<file path="src/rtl/map_pkg.sv">
// map_pkg: map ROM address layout and scroll modes.
//   map_adr_t     : {row, col} ROM address for the default 256x64 texel map
//   scroll_mode_e : LOAD takes scroll_x each frame, AUTO adds scroll_step
package map_pkg;

    localparam int MAP_COL_W = 8;
    localparam int MAP_ROW_W = 6;

    typedef struct packed {
        logic [MAP_ROW_W-1:0] row;
        logic [MAP_COL_W-1:0] col;
    } map_adr_t;

    typedef enum logic {
        SCROLL_LOAD = 1'b0,
        SCROLL_AUTO = 1'b1
    } scroll_mode_e;

endpackage

</file>
<file path="src/rtl/vga_pkg.sv">
// vga_pkg: constants and the flattened pixel record shared by every stage
// of the VGA chain.
//   HOR_PIXELS/VER_PIXELS : visible resolution of the timing generator
//   CNT_W                 : width of hcount/vcount
//   RGB_W                 : 4:4:4 colour word width
//   vga_t                 : all vga_if fields packed into one word, so they
//                           can travel through a delay line together
package vga_pkg;

    localparam int HOR_PIXELS = 1024;
    localparam int VER_PIXELS = 768;
    localparam int CNT_W      = 11;
    localparam int RGB_W      = 12;

    typedef struct packed {
        logic [CNT_W-1:0] hcount;
        logic [CNT_W-1:0] vcount;
        logic             hsync;
        logic             vsync;
        logic             hblnk;
        logic             vblnk;
        logic [RGB_W-1:0] rgb;
    } vga_t;

endpackage

</file>
<file path="src/rtl/vga_if.sv">
// vga_if: one VGA stream (timing counts, syncs, blanks, rgb).
//   modport in  : consumer side (all fields are inputs)
//   modport out : producer side (all fields are outputs)
interface vga_if;
    import vga_pkg::*;

    logic [CNT_W-1:0] hcount;
    logic [CNT_W-1:0] vcount;
    logic             hsync;
    logic             vsync;
    logic             hblnk;
    logic             vblnk;
    logic [RGB_W-1:0] rgb;

    modport in  (input  hcount, vcount, hsync, vsync, hblnk, vblnk, rgb);
    modport out (output hcount, vcount, hsync, vsync, hblnk, vblnk, rgb);

endinterface

</file>
<file path="src/rtl/vga_delay.sv">
// vga_delay: DEPTH-stage delay line for a VGA pixel record plus its window
// hit flag. Every stage clears on reset, so a freshly reset chain emits
// zeros until real pixels have worked their way through.
//   clk, rst : pixel clock, synchronous active-high reset
//   d, d_hit : pixel record and hit flag entering the line
//   q, q_hit : the same, DEPTH cycles later (DEPTH >= 1)
module vga_delay
    import vga_pkg::*;
#(
    parameter int DEPTH = 1
) (
    input  logic clk,
    input  logic rst,
    input  vga_t d,
    input  logic d_hit,
    output vga_t q,
    output logic q_hit
);

    vga_t             pipe     [DEPTH];
    logic [DEPTH-1:0] hit_pipe;

    always_ff @(posedge clk) begin
        if (rst) begin
            for (int i = 0; i < DEPTH; i++) pipe[i] <= '0;
            hit_pipe <= '0;
        end else begin
            pipe[0]     <= d;
            hit_pipe[0] <= d_hit;
            for (int i = 1; i < DEPTH; i++) begin
                pipe[i]     <= pipe[i-1];
                hit_pipe[i] <= hit_pipe[i-1];
            end
        end
    end

    assign q     = pipe[DEPTH-1];
    assign q_hit = hit_pipe[DEPTH-1];

endmodule

</file>
<file path="src/rtl/draw_map_scroll.sv">
// draw_map_scroll: overlays a horizontally scrolling, integer-scaled texel
// map onto a VGA stream. Total latency is ROM_LAT + 2 for every out field.
//   clk, rst      : pixel clock, synchronous active-high reset
//   in, out       : upstream / downstream VGA stream
//   scroll_mode   : 0 = load scroll_x per frame, 1 = add scroll_step per frame
//   scroll_x      : scroll target in texels
//   scroll_step   : per-frame increment in texels
//   rgb_pixel     : map ROM data, valid ROM_LAT cycles after pixel_adr
//   pixel_adr     : registered map ROM address {row, col}
module draw_map_scroll
    import vga_pkg::*;
    import map_pkg::*;
#(
    parameter int         XPOS       = 0,
    parameter int         YPOS       = 0,
    parameter int         SCALE_LOG2 = 2,
    parameter int         MAP_W      = 256,
    parameter int         MAP_H      = 64,
    parameter int         WIN_W      = 1024,
    parameter int         ROM_LAT    = 1,
    parameter bit         KEY_EN     = 1'b0,
    parameter logic [11:0] KEY_RGB   = 12'hF0F,
    localparam int        COL_W      = $clog2(MAP_W),
    localparam int        ROW_W      = $clog2(MAP_H)
) (
    input  logic                   clk,
    input  logic                   rst,
    vga_if.in                      in,
    vga_if.out                     out,
    input  logic                   scroll_mode,
    input  logic [COL_W-1:0]       scroll_x,
    input  logic [COL_W-1:0]       scroll_step,
    input  logic [RGB_W-1:0]       rgb_pixel,
    output logic [ROW_W+COL_W-1:0] pixel_adr
);

    localparam int WIN_H = MAP_H << SCALE_LOG2;

    vga_t             in_v, dly_v, out_d, out_q;
    logic             in_hit, dly_hit, use_map;
    logic             vblnk_q, vblnk_rise;
    logic [COL_W-1:0] scroll_q, col;
    logic [ROW_W-1:0] row;
    logic [CNT_W-1:0] hrel, vrel;

    assign in_v = {in.hcount, in.vcount, in.hsync, in.vsync,
                   in.hblnk, in.vblnk, in.rgb};

    // Scroll only moves on the vblnk rising edge so a frame never tears.
    assign vblnk_rise = in.vblnk & ~vblnk_q;

    always_ff @(posedge clk) begin
        if (rst) begin
            vblnk_q  <= 1'b0;
            scroll_q <= '0;
        end else begin
            vblnk_q <= in.vblnk;
            if (vblnk_rise)
                scroll_q <= (scroll_mode == SCROLL_AUTO) ? scroll_q + scroll_step
                                                         : scroll_x;
        end
    end

    // Truncating col to COL_W bits is what wraps the map horizontally.
    // Outside the window the address is still produced; the hit flag keeps
    // it from reaching the screen.
    assign hrel = in.hcount - CNT_W'(XPOS);
    assign vrel = in.vcount - CNT_W'(YPOS);
    assign col  = COL_W'(hrel >> SCALE_LOG2) + scroll_q;
    assign row  = ROW_W'(vrel >> SCALE_LOG2);

    assign in_hit = (32'(in.hcount) >= 32'(XPOS)) && (32'(in.hcount) < 32'(XPOS + WIN_W)) &&
                    (32'(in.vcount) >= 32'(YPOS)) && (32'(in.vcount) < 32'(YPOS + WIN_H)) &&
                    !in.hblnk && !in.vblnk;

    always_ff @(posedge clk) begin
        if (rst) pixel_adr <= '0;
        else     pixel_adr <= {row, col};
    end

    // One stage matching the address register plus ROM_LAT stages matching
    // the ROM, so dly_v lines up with rgb_pixel.
    vga_delay #(.DEPTH(ROM_LAT + 1)) u_delay (
        .clk   (clk),
        .rst   (rst),
        .d     (in_v),
        .d_hit (in_hit),
        .q     (dly_v),
        .q_hit (dly_hit)
    );

    assign use_map = dly_hit && !(KEY_EN && (rgb_pixel == KEY_RGB));

    always_comb begin
        out_d = dly_v;
        if (use_map) out_d.rgb = rgb_pixel;
    end

    always_ff @(posedge clk) begin
        if (rst) out_q <= '0;
        else     out_q <= out_d;
    end

    assign out.hcount = out_q.hcount;
    assign out.vcount = out_q.vcount;
    assign out.hsync  = out_q.hsync;
    assign out.vsync  = out_q.vsync;
    assign out.hblnk  = out_q.hblnk;
    assign out.vblnk  = out_q.vblnk;
    assign out.rgb    = out_q.rgb;

endmodule

</file>
<file path="src/flat_wrapper.sv">
// flat-port wrapper written by rule: the top's interface ports become plain ports
module draw_map_scroll_flat import vga_pkg::*; import map_pkg::*;
#(
    parameter int         XPOS       = 0,
    parameter int         YPOS       = 0,
    parameter int         SCALE_LOG2 = 2,
    parameter int         MAP_W      = 256,
    parameter int         MAP_H      = 64,
    parameter int         WIN_W      = 1024,
    parameter int         ROM_LAT    = 1,
    parameter bit         KEY_EN     = 1'b0,
    parameter logic [11:0] KEY_RGB   = 12'hF0F,
    localparam int        COL_W      = $clog2(MAP_W),
    localparam int        ROW_W      = $clog2(MAP_H)
)
  (clk, rst, scroll_mode, scroll_x, scroll_step, rgb_pixel, pixel_adr, in_hcount, in_vcount, in_hsync, in_vsync, in_hblnk, in_vblnk, in_rgb, out_hcount, out_vcount, out_hsync, out_vsync, out_hblnk, out_vblnk, out_rgb);
  vga_if in_i ();
  vga_if out_i ();
  input  logic clk;
  input  logic rst;
  input  logic scroll_mode;
  input  logic [COL_W-1:0] scroll_x;
  input  logic [COL_W-1:0] scroll_step;
  input  logic [RGB_W-1:0] rgb_pixel;
  output logic [ROW_W+COL_W-1:0] pixel_adr;
  input wire logic [$bits(in_i.hcount)-1:0] in_hcount;
  input wire logic [$bits(in_i.vcount)-1:0] in_vcount;
  input wire logic [$bits(in_i.hsync)-1:0] in_hsync;
  input wire logic [$bits(in_i.vsync)-1:0] in_vsync;
  input wire logic [$bits(in_i.hblnk)-1:0] in_hblnk;
  input wire logic [$bits(in_i.vblnk)-1:0] in_vblnk;
  input wire logic [$bits(in_i.rgb)-1:0] in_rgb;
  output wire logic [$bits(out_i.hcount)-1:0] out_hcount;
  output wire logic [$bits(out_i.vcount)-1:0] out_vcount;
  output wire logic [$bits(out_i.hsync)-1:0] out_hsync;
  output wire logic [$bits(out_i.vsync)-1:0] out_vsync;
  output wire logic [$bits(out_i.hblnk)-1:0] out_hblnk;
  output wire logic [$bits(out_i.vblnk)-1:0] out_vblnk;
  output wire logic [$bits(out_i.rgb)-1:0] out_rgb;
  assign in_i.hcount = in_hcount;
  assign in_i.vcount = in_vcount;
  assign in_i.hsync = in_hsync;
  assign in_i.vsync = in_vsync;
  assign in_i.hblnk = in_hblnk;
  assign in_i.vblnk = in_vblnk;
  assign in_i.rgb = in_rgb;
  assign out_hcount = out_i.hcount;
  assign out_vcount = out_i.vcount;
  assign out_hsync = out_i.hsync;
  assign out_vsync = out_i.vsync;
  assign out_hblnk = out_i.hblnk;
  assign out_vblnk = out_i.vblnk;
  assign out_rgb = out_i.rgb;
  draw_map_scroll #(.XPOS(XPOS), .YPOS(YPOS), .SCALE_LOG2(SCALE_LOG2), .MAP_W(MAP_W), .MAP_H(MAP_H), .WIN_W(WIN_W), .ROM_LAT(ROM_LAT), .KEY_EN(KEY_EN), .KEY_RGB(KEY_RGB)) u_core (.clk(clk), .rst(rst), .in(in_i), .out(out_i), .scroll_mode(scroll_mode), .scroll_x(scroll_x), .scroll_step(scroll_step), .rgb_pixel(rgb_pixel), .pixel_adr(pixel_adr));
endmodule
</file>
<file path="config.mk">
export PLATFORM = sky130hd
export DESIGN_NAME = draw_map_scroll_flat
export DESIGN_NICKNAME = d
export VERILOG_FILES = /design/src/rtl/map_pkg.sv /design/src/rtl/vga_pkg.sv /design/src/rtl/vga_if.sv /design/src/rtl/vga_delay.sv /design/src/rtl/draw_map_scroll.sv /design/src/flat_wrapper.sv
export SDC_FILE = /design/constraint.sdc
export NUM_CORES = 1
export LEC_CHECK = 0
export ABC_CLOCK_PERIOD_IN_PS = 3300
export CAP_MARGIN = 20
export CORE_UTILIZATION = 50
export DETAILED_ROUTE_END_ITERATION = 16
export PLACE_DENSITY = 0.82
export REMOVE_ABC_BUFFERS = 1
export SLEW_MARGIN = 20
export SYNTH_ARGS = -nofsm -noshare
export SYNTH_HDL_FRONTEND = slang
export SYNTH_SLANG_ARGS = --single-unit
</file>
<file path="constraint.sdc">
create_clock -name clk -period 3.3 [get_ports clk]
set_input_delay 0.33 -clock clk [delete_from_list [all_inputs] [get_ports clk]]
set_output_delay 0.33 -clock clk [all_outputs]
set_load 0.02 [all_outputs]
</file>
==> results of run 1 <==
## layer usage
layer	track usage	wire length, microns	vias to the layer above
met1	0.223	3690	1402
li1	-	-	1566
met5	0	0	-
met2	0.342	4430	103
met3	0.0585	454	9
met4	0.0689	75	0
## layout make-up
| cell class | instances | area, sq um |
|---|---|---|
| clock buffers | 17 | 414 |
| clock inverters | 14 | 154 |
| fillers | 605 | 2400 |
| inverters | 6 | 22.5 |
| multi-input cells | 244 | 1690 |
| flip-flops and latches | 132 | 2640 |
| well taps | 108 | 135 |
| repair buffers | 123 | 1220 |
## kinds of logic after synthesis
logic type	count (synthesis)
compound gates	41
simple gates	166
buf+inv	31
fa+ha+maj	16
flops	132
xor+xnor	5
mux	16
## worst max path at each step
stage                                   from                 end
final                     u_core.scroll_q[0]  u_core.scroll_q[4]
after global routing      u_core.scroll_q[0]  u_core.scroll_q[4]
after CTS                 u_core.scroll_q[0]  u_core.scroll_q[4]
after detailed placement      scroll_step[0]  u_core.scroll_q[4]
after global placement        scroll_step[0]  u_core.scroll_q[4]
after floorplan               scroll_step[0]  u_core.scroll_q[4]
## cells in the mapped netlist (5+ instances only)
master / count
o21ai_0: 5
a21oi_1: 10
buf_4: 6
mux2i_1: 15
nor3b_1: 5
nand2_1: 5
ha_1: 14
nor2b_1: 108
nor2_1: 24
clkbuf_1: 14
dfxtp_1: 132
nor3_1: 5
o211ai_1: 5
inv_1: 6
## power by group through the flow
stage | registers (uW) | clock network (uW) | logic (uW)
floorplan | 1770 | 0 | 167
global placement | 1730 | 0 | 396
CTS | 1700 | 1790 | 417
detailed placement | 1730 | 0 | 411
finish | 1700 | 1760 | 414
global route | 1710 | 1860 | 451
## flip-flops by register name (all words and copies together) (netlist names)
register,cells
u_core.u_delay.pipe,71
u_core.pixel_adr,13
u_core.out.rgb,12
u_core.out.hcount,11
u_core.out.vcount,11
u_core.scroll_q,8
u_core.u_delay.hit_pipe,2
u_core.out.hblnk,1
u_core.out.hsync,1
u_core.out.vblnk,1
u_core.out.vsync,1
## worst max-delay path: cells and delay by family (launching register included)
kind	cells	cell delay [ps]
fa+ha+maj	2	630
compound gates	3	550
flops	1	370
simple gates	2	200
buf+inv	1	70
## stage by stage
stage / hold WS, ps / instance area (sq um) / std cells / total power, uW
3_3_place_gp: 416 / 5710 / 613 / 2130
5_1_grt: 359 / 6280 / 644 / 4020
6_report: 349 / 6280 / 644 / 3870
3_5_place_dp: 420 / 5710 / 613 / 2140
2_1_floorplan: 392 / 4350 / 382 / 1930
4_1_cts: 348 / 6280 / 644 / 3910
==> summary.md, run 1 <==
| Metric | Value |
|---|---|
| Worst min-delay path class | `input pin to register` |
| Core Area | `8680 sq um` |
| Worst setup slack for register-to-register paths | `1340 ps` |
| Sequential share of the synthesized area | `0.590` |
| Growth of design area from synthesis to finish | `40.1%` |
| Pin count of the biggest net entering global routing | `72` |
| Share of flip-flops with an asynchronous set or reset | `0` |
| Cells along the critical path | `ha_1, inv_1, fa_1, nor2b_1, o21a_1, o21ai_0, a311oi_1, nor3_1` |
| Global-route wire length before repair | `14.4 mm` |
| Logic gate share of total power | `0.107` |
| Power density over the cells | `616 nW/um^2` |
| Number of antenna-violating nets in the routed design | `0` |
| Via count of the first global-routing pass | `3081` |
| Number of cells traversed by the worst hold path | `2` |
| Post-Synth XOR/XNOR Area | `0.00977` |
| Peak supply drop | `0.302 mV` |
| Count of buffers inserted at the top-level ports | `120` |
| Minimum period implied by the final worst setup slack | `1960 ps` |
| Synth area leader | `dfxtp_1` |
| Main flop type after synthesis | `dfxtp_1` |
| Standby leakage power | `0.00247 uW` |
| Worst setup skew after layout | `7.50 ps` |
| Number of sinks on the clock net | `132` |
| Count of standard-cell rows | `34` |
| Kind of start point of the critical path | `register` |
| IO Pins | `121` |
| GRT Util Overall | `0.195` |
| Clock latency on the worst-skew pair | `500 ps` |
| Switching pwr | `895 uW` |
| Sequential Power Share | `0.439` |
| First DRT Iteration DRCs | `105` |
| Timing-limited maximum frequency | `0.511 GHz` |
| Reg2Reg Capture Point | `u_core.scroll_q[4]` |
| Internal power | `2980 uW` |
| Buffer levels on the longest clock path | `2` |
| Top library cells by usage in the layout, fill and taps aside | `dfxtp_1 (132), clkdlybuf4s50_1 (119), nor2b_1 (108), nor2_1 (24), clkbuf_16 (16)` |
| Via total after detailed routing | `3080` |
| Combined area of all synthesized cells | `4480 sq um` |
| Setup Fix Bufs, Post-CTS | `0` |
| DRC violations left | `0` |
| Total Negative Setup Slacks | `0 ps` |
| Cell type of the slowest stage on the worst timing path | `fa_1` |
| Depth of the most critical reg-to-reg path | `8` |
| Adder-cell share of the synthesized area | `0.0480` |
| Number of nets in the layout | `609` |
| Height of the chip | `96.7 microns` |
| Antenna violations before repair | `0` |
| Share of power burned in the clock network | `0.454` |
| Routability Congestion | `0.767` |
| Top cells by area, synth | `dfxtp_1 (59%), nor2b_1 (15%), ha_1 (3.9%)` |
| Combinational family with the most area after synthesis | `simple AND/OR/NAND/NOR gates` |
| Detail-routed net length per standard cell | `13.4 microns` |
| Total count of hold-check failures in the final report | `0` |
| Total inserted antenna cells | `0` |
| Cell variety after synth | `45` |
| Share of cells above drive strength 1 | `0.0784` |
| Clock transition at the register clock pins on the worst setup and hold paths after CTS | `60 ps` |
| Width of the chip | `96.7 microns` |
| RSZ-0062 raised after global routing | `no` |
| Average size of a mapped cell | `11.0 sq um` |
| CTS Hold Buffers Added | `0` |
| Critical path fanouts, max | `4` |
| Flip-flop and latch count after synthesis | `132` |
| Actual transition at the worst max-transition pin | `717 ps` |
| CTS H-Tree Depth | `4` |
| Core occupancy in the finished layout | `0.723` |
| Origin of the critical flop-to-flop path | `u_core.scroll_q[0]` |
| Multiplexer share of the synthesized area | `0.0369` |
| Critical path endpoint category | `register` |
| Num CTS Buffers | `17` |
| Area of the die | `9350 sq um` |
| Effective utilization at floorplan | `0.516` |
| Post-detail-place hpwl | `5.78 mm` |
| Post-Synthesis Cells | `407` |
| TritonCTS clock tree | `done` |
| Share of Yosys cell area claimed by the top area cell type | `0.590` |
| End of the worst hold path | `u_core.u_delay.pipe[0][56]` |
| HP Start | `rst` |
| Warnings from Yosys | `0` |
| Largest stage delay on the critical path | `400 ps` |
| Critical path data required time | `3660 ps` |
| Period utilization | `0.593` |
| Number of flops mapped to enable cells by yosys | `0` |
| Overall routed net length | `8.66 mm` |
| Result of the run | `finished clean` |
| Ratio of routed vias to standard cells | `4.78` |
| Reported max-cap violation count | `0` |
| Most frequent standard cell in the layout excluding fill and tap cells | `dfxtp_1` |
| Switching portion of total power | `0.231` |
| Max-slew violation total from the final report | `0` |
| Worst max-slew margin expressed relative to the limit | `0.522` |
| Count of cells resized by post-cts repair | `0` |
| Setup ws final | `1340 ps` |
| Share of the synthesized area in compound gates (AO/OA/AOI/OAI) | `0.0637` |
| Area fraction in and, or, nand and nor cells after synthesis | `0.219` |
| Worst setup slack before clock tree synthesis | `918 ps` |
| Number of detailed-routing iterations run before antenna repair | `6` |
| Clk Tree Root Cell | `clkbuf_8` |
| CP Class | `register to register` |
| Setup violation total in the final timing report | `0` |
| Worst path arrival time | `2320 ps` |
| Total congestion overflow after global routing | `0` |
(Power assumes the default switching activity.)
==> run 2, diff against run 1 <==
ABC_CLOCK_PERIOD_IN_PS = 2000   (was 3300)
CORE_UTILIZATION = 48   (was 50)
PLACE_DENSITY = 0.79   (was 0.82)
clock period = 2 ns   (was 3.3 ns; I/O delays follow)
==> summary.md, run 2 (synthesized netlist as in run 1, its figures left out) <==
| Metric | Value |
|---|---|
| Final hold slack | `139 ps` |
| Number of cells on the critical path | `8` |
| Critical path endpoint category | `register` |
| Reported max-cap violation count | `0` |
| Total inserted antenna cells | `0` |
| Cells along the critical path | `ha_1, inv_1, fa_1, nor2b_1, o21ai_2, a21boi_1, or2_2, o311ai_1` |
| Minimum period implied by the final worst setup slack | `1880 ps` |
| Setup ws final | `117 ps` |
| CTS H-Tree Depth | `4` |
| Worst setup slack before clock tree synthesis | `-135 ps` |
| Number of detailed-routing iterations run before antenna repair | `10` |
| Antenna violations before repair | `0` |
| Top library cells by usage in the layout, fill and taps aside | `dfxtp_1 (132), clkdlybuf4s50_1 (119), nor2b_1 (108), nor2_1 (24), clkbuf_16 (16)` |
| Count of buffers inserted at the top-level ports | `120` |
| Most frequent standard cell in the layout excluding fill and tap cells | `dfxtp_1` |
| CP Class | `register to register` |
| Critical path data required time | `2360 ps` |
| Via total after detailed routing | `3080` |
| Origin of the critical flop-to-flop path | `u_core.scroll_q[0]` |
| Core Area | `8890 sq um` |
| Via count of the first global-routing pass | `3035` |
| Peak supply drop | `0.523 mV` |
| Overall routed net length | `8.24 mm` |
| FILL cells | `644` |
| Post-detail-place hpwl | `5.83 mm` |
| Number of cells traversed by the worst hold path | `2` |
| TritonCTS clock tree | `done` |
| Core occupancy in the finished layout | `0.710` |
| Result of the run | `finished, violations left` |
| Ratio of routed vias to standard cells | `4.72` |
| Number of nets in the layout | `618` |
| Largest register FFs | `71` |
| Share of cells above drive strength 1 | `0.0917` |
| Routability Congestion | `0.861` |
| Depth of the most critical reg-to-reg path | `8` |
| Worst min-delay path class | `input pin to register` |
| First DRT Iteration DRCs | `101` |
| Total Negative Setup Slacks | `0 ps` |
| Setup violation total in the final timing report | `0` |
| Total buffers and inverters traversed by the critical path | `1` |
| Detail-routed net length per standard cell | `12.6 microns` |
| Cell type of the slowest stage on the worst timing path | `dfxtp_1` |
| Growth of design area from synthesis to finish | `40.9%` |
| Count of cells resized by post-cts repair | `0` |
| Clock latency on the worst-skew pair | `490 ps` |
| Worst max-slew margin expressed relative to the limit | `0.543` |
| Count of standard-cell rows | `34` |
| Max-slew violation total from the final report | `0` |
| Total power of the final layout | `6160 uW` |
| Kind of start point of the critical path | `register` |
| DRC violations left | `2` |
| Standby leakage power | `0.00249 uW` |
| Violations in the final reports | `design-rule violations` |
| Pin count of the biggest net entering global routing | `99` |
| Total count of hold-check failures in the final report | `0` |
| Effective utilization at floorplan | `0.504` |
| Worst setup skew after layout | `5.34 ps` |
| Worst path top cell family by delay | `adder cells` |
| Critical path fanouts, max | `3` |
| Largest stage delay on the critical path | `380 ps` |
| Clock transition at the register clock pins on the worst setup and hold paths after CTS | `60 ps` |
| IO Pins | `121` |
| Buffer levels on the longest clock path | `2` |
| Clk Tree Root Cell | `clkbuf_8` |
| CTS Hold Buffers Added | `0` |
| Setup Fix Bufs, Post-CTS | `0` |
| HP Start | `rst` |
| Actual transition at the worst max-transition pin | `685 ps` |
| Number of sinks on the clock net | `132` |
| Period utilization | `0.941` |
| Number of antenna-violating nets in the routed design | `0` |
| Total congestion overflow after global routing | `0` |
| GRT Util Overall | `0.183` |
| Power density over the cells | `975 nW/um^2` |
| Height of the chip | `98.6 microns` |
| Worst path arrival time | `2250 ps` |
| Start point of the critical path | `u_core.scroll_q[0]` |
| Num CTS Buffers | `17` |
| Register with the most flip-flops | `u_core.u_delay.pipe` |
| RSZ-0062 raised after global routing | `no` |
| Global-route wire length before repair | `13.8 mm` |
| Timing-limited maximum frequency | `0.531 GHz` |
| Area of the die | `9730 sq um` |
| Width of the chip | `98.6 microns` |
run 2: power breakdown:
| group | internal, uW | leakage [uW] | switching, uW | total [uW] |
|---|---|---|---|---|
| sequential | 2760 | 0.00109 | 41.3 | 2800 |
| combinational | 394 | 0.00116 | 314 | 708 |
| clock | 1530 | 0.000238 | 1120 | 2650 |
run 2: routing by layer:
metal,wire [microns],GRT usage,share of wire,vias up
met3,368,0.0447,0.045,10
li1,-,-,-,1582
met4,126,0.0861,0.015,0
met5,0,0,0,-
met2,4020,0.313,0.49,90
met1,3730,0.217,0.45,1398
run 2: path summary, 6_finish.rpt:
path / end / slack (ps)
worst max-delay path: u_core.pixel_adr[6] / 120
worst min register to register: u_core.u_delay.pipe[0][40] / 430
worst min-delay path: u_core.u_delay.pipe[0][75] / 140
worst max register to register: u_core.pixel_adr[6] / 120
run 2: stage by stage:
step	cells	area (sq um)
finish	653	6310
global route	653	6310
CTS	653	6310
detailed placement	622	5790
global placement	622	5790
floorplan	382	4350
run 2: cell type report:
cell class,count,area (sq um),share of cell area
tap,108,135,0.0214
timing repair buffer,132,1300,0.206
multi-input combinational,244,1690,0.268
inverter,6,22.5,0.00357
clock inverter,13,105,0.0166
clock buffer,18,418,0.0662
sequential,132,2640,0.419
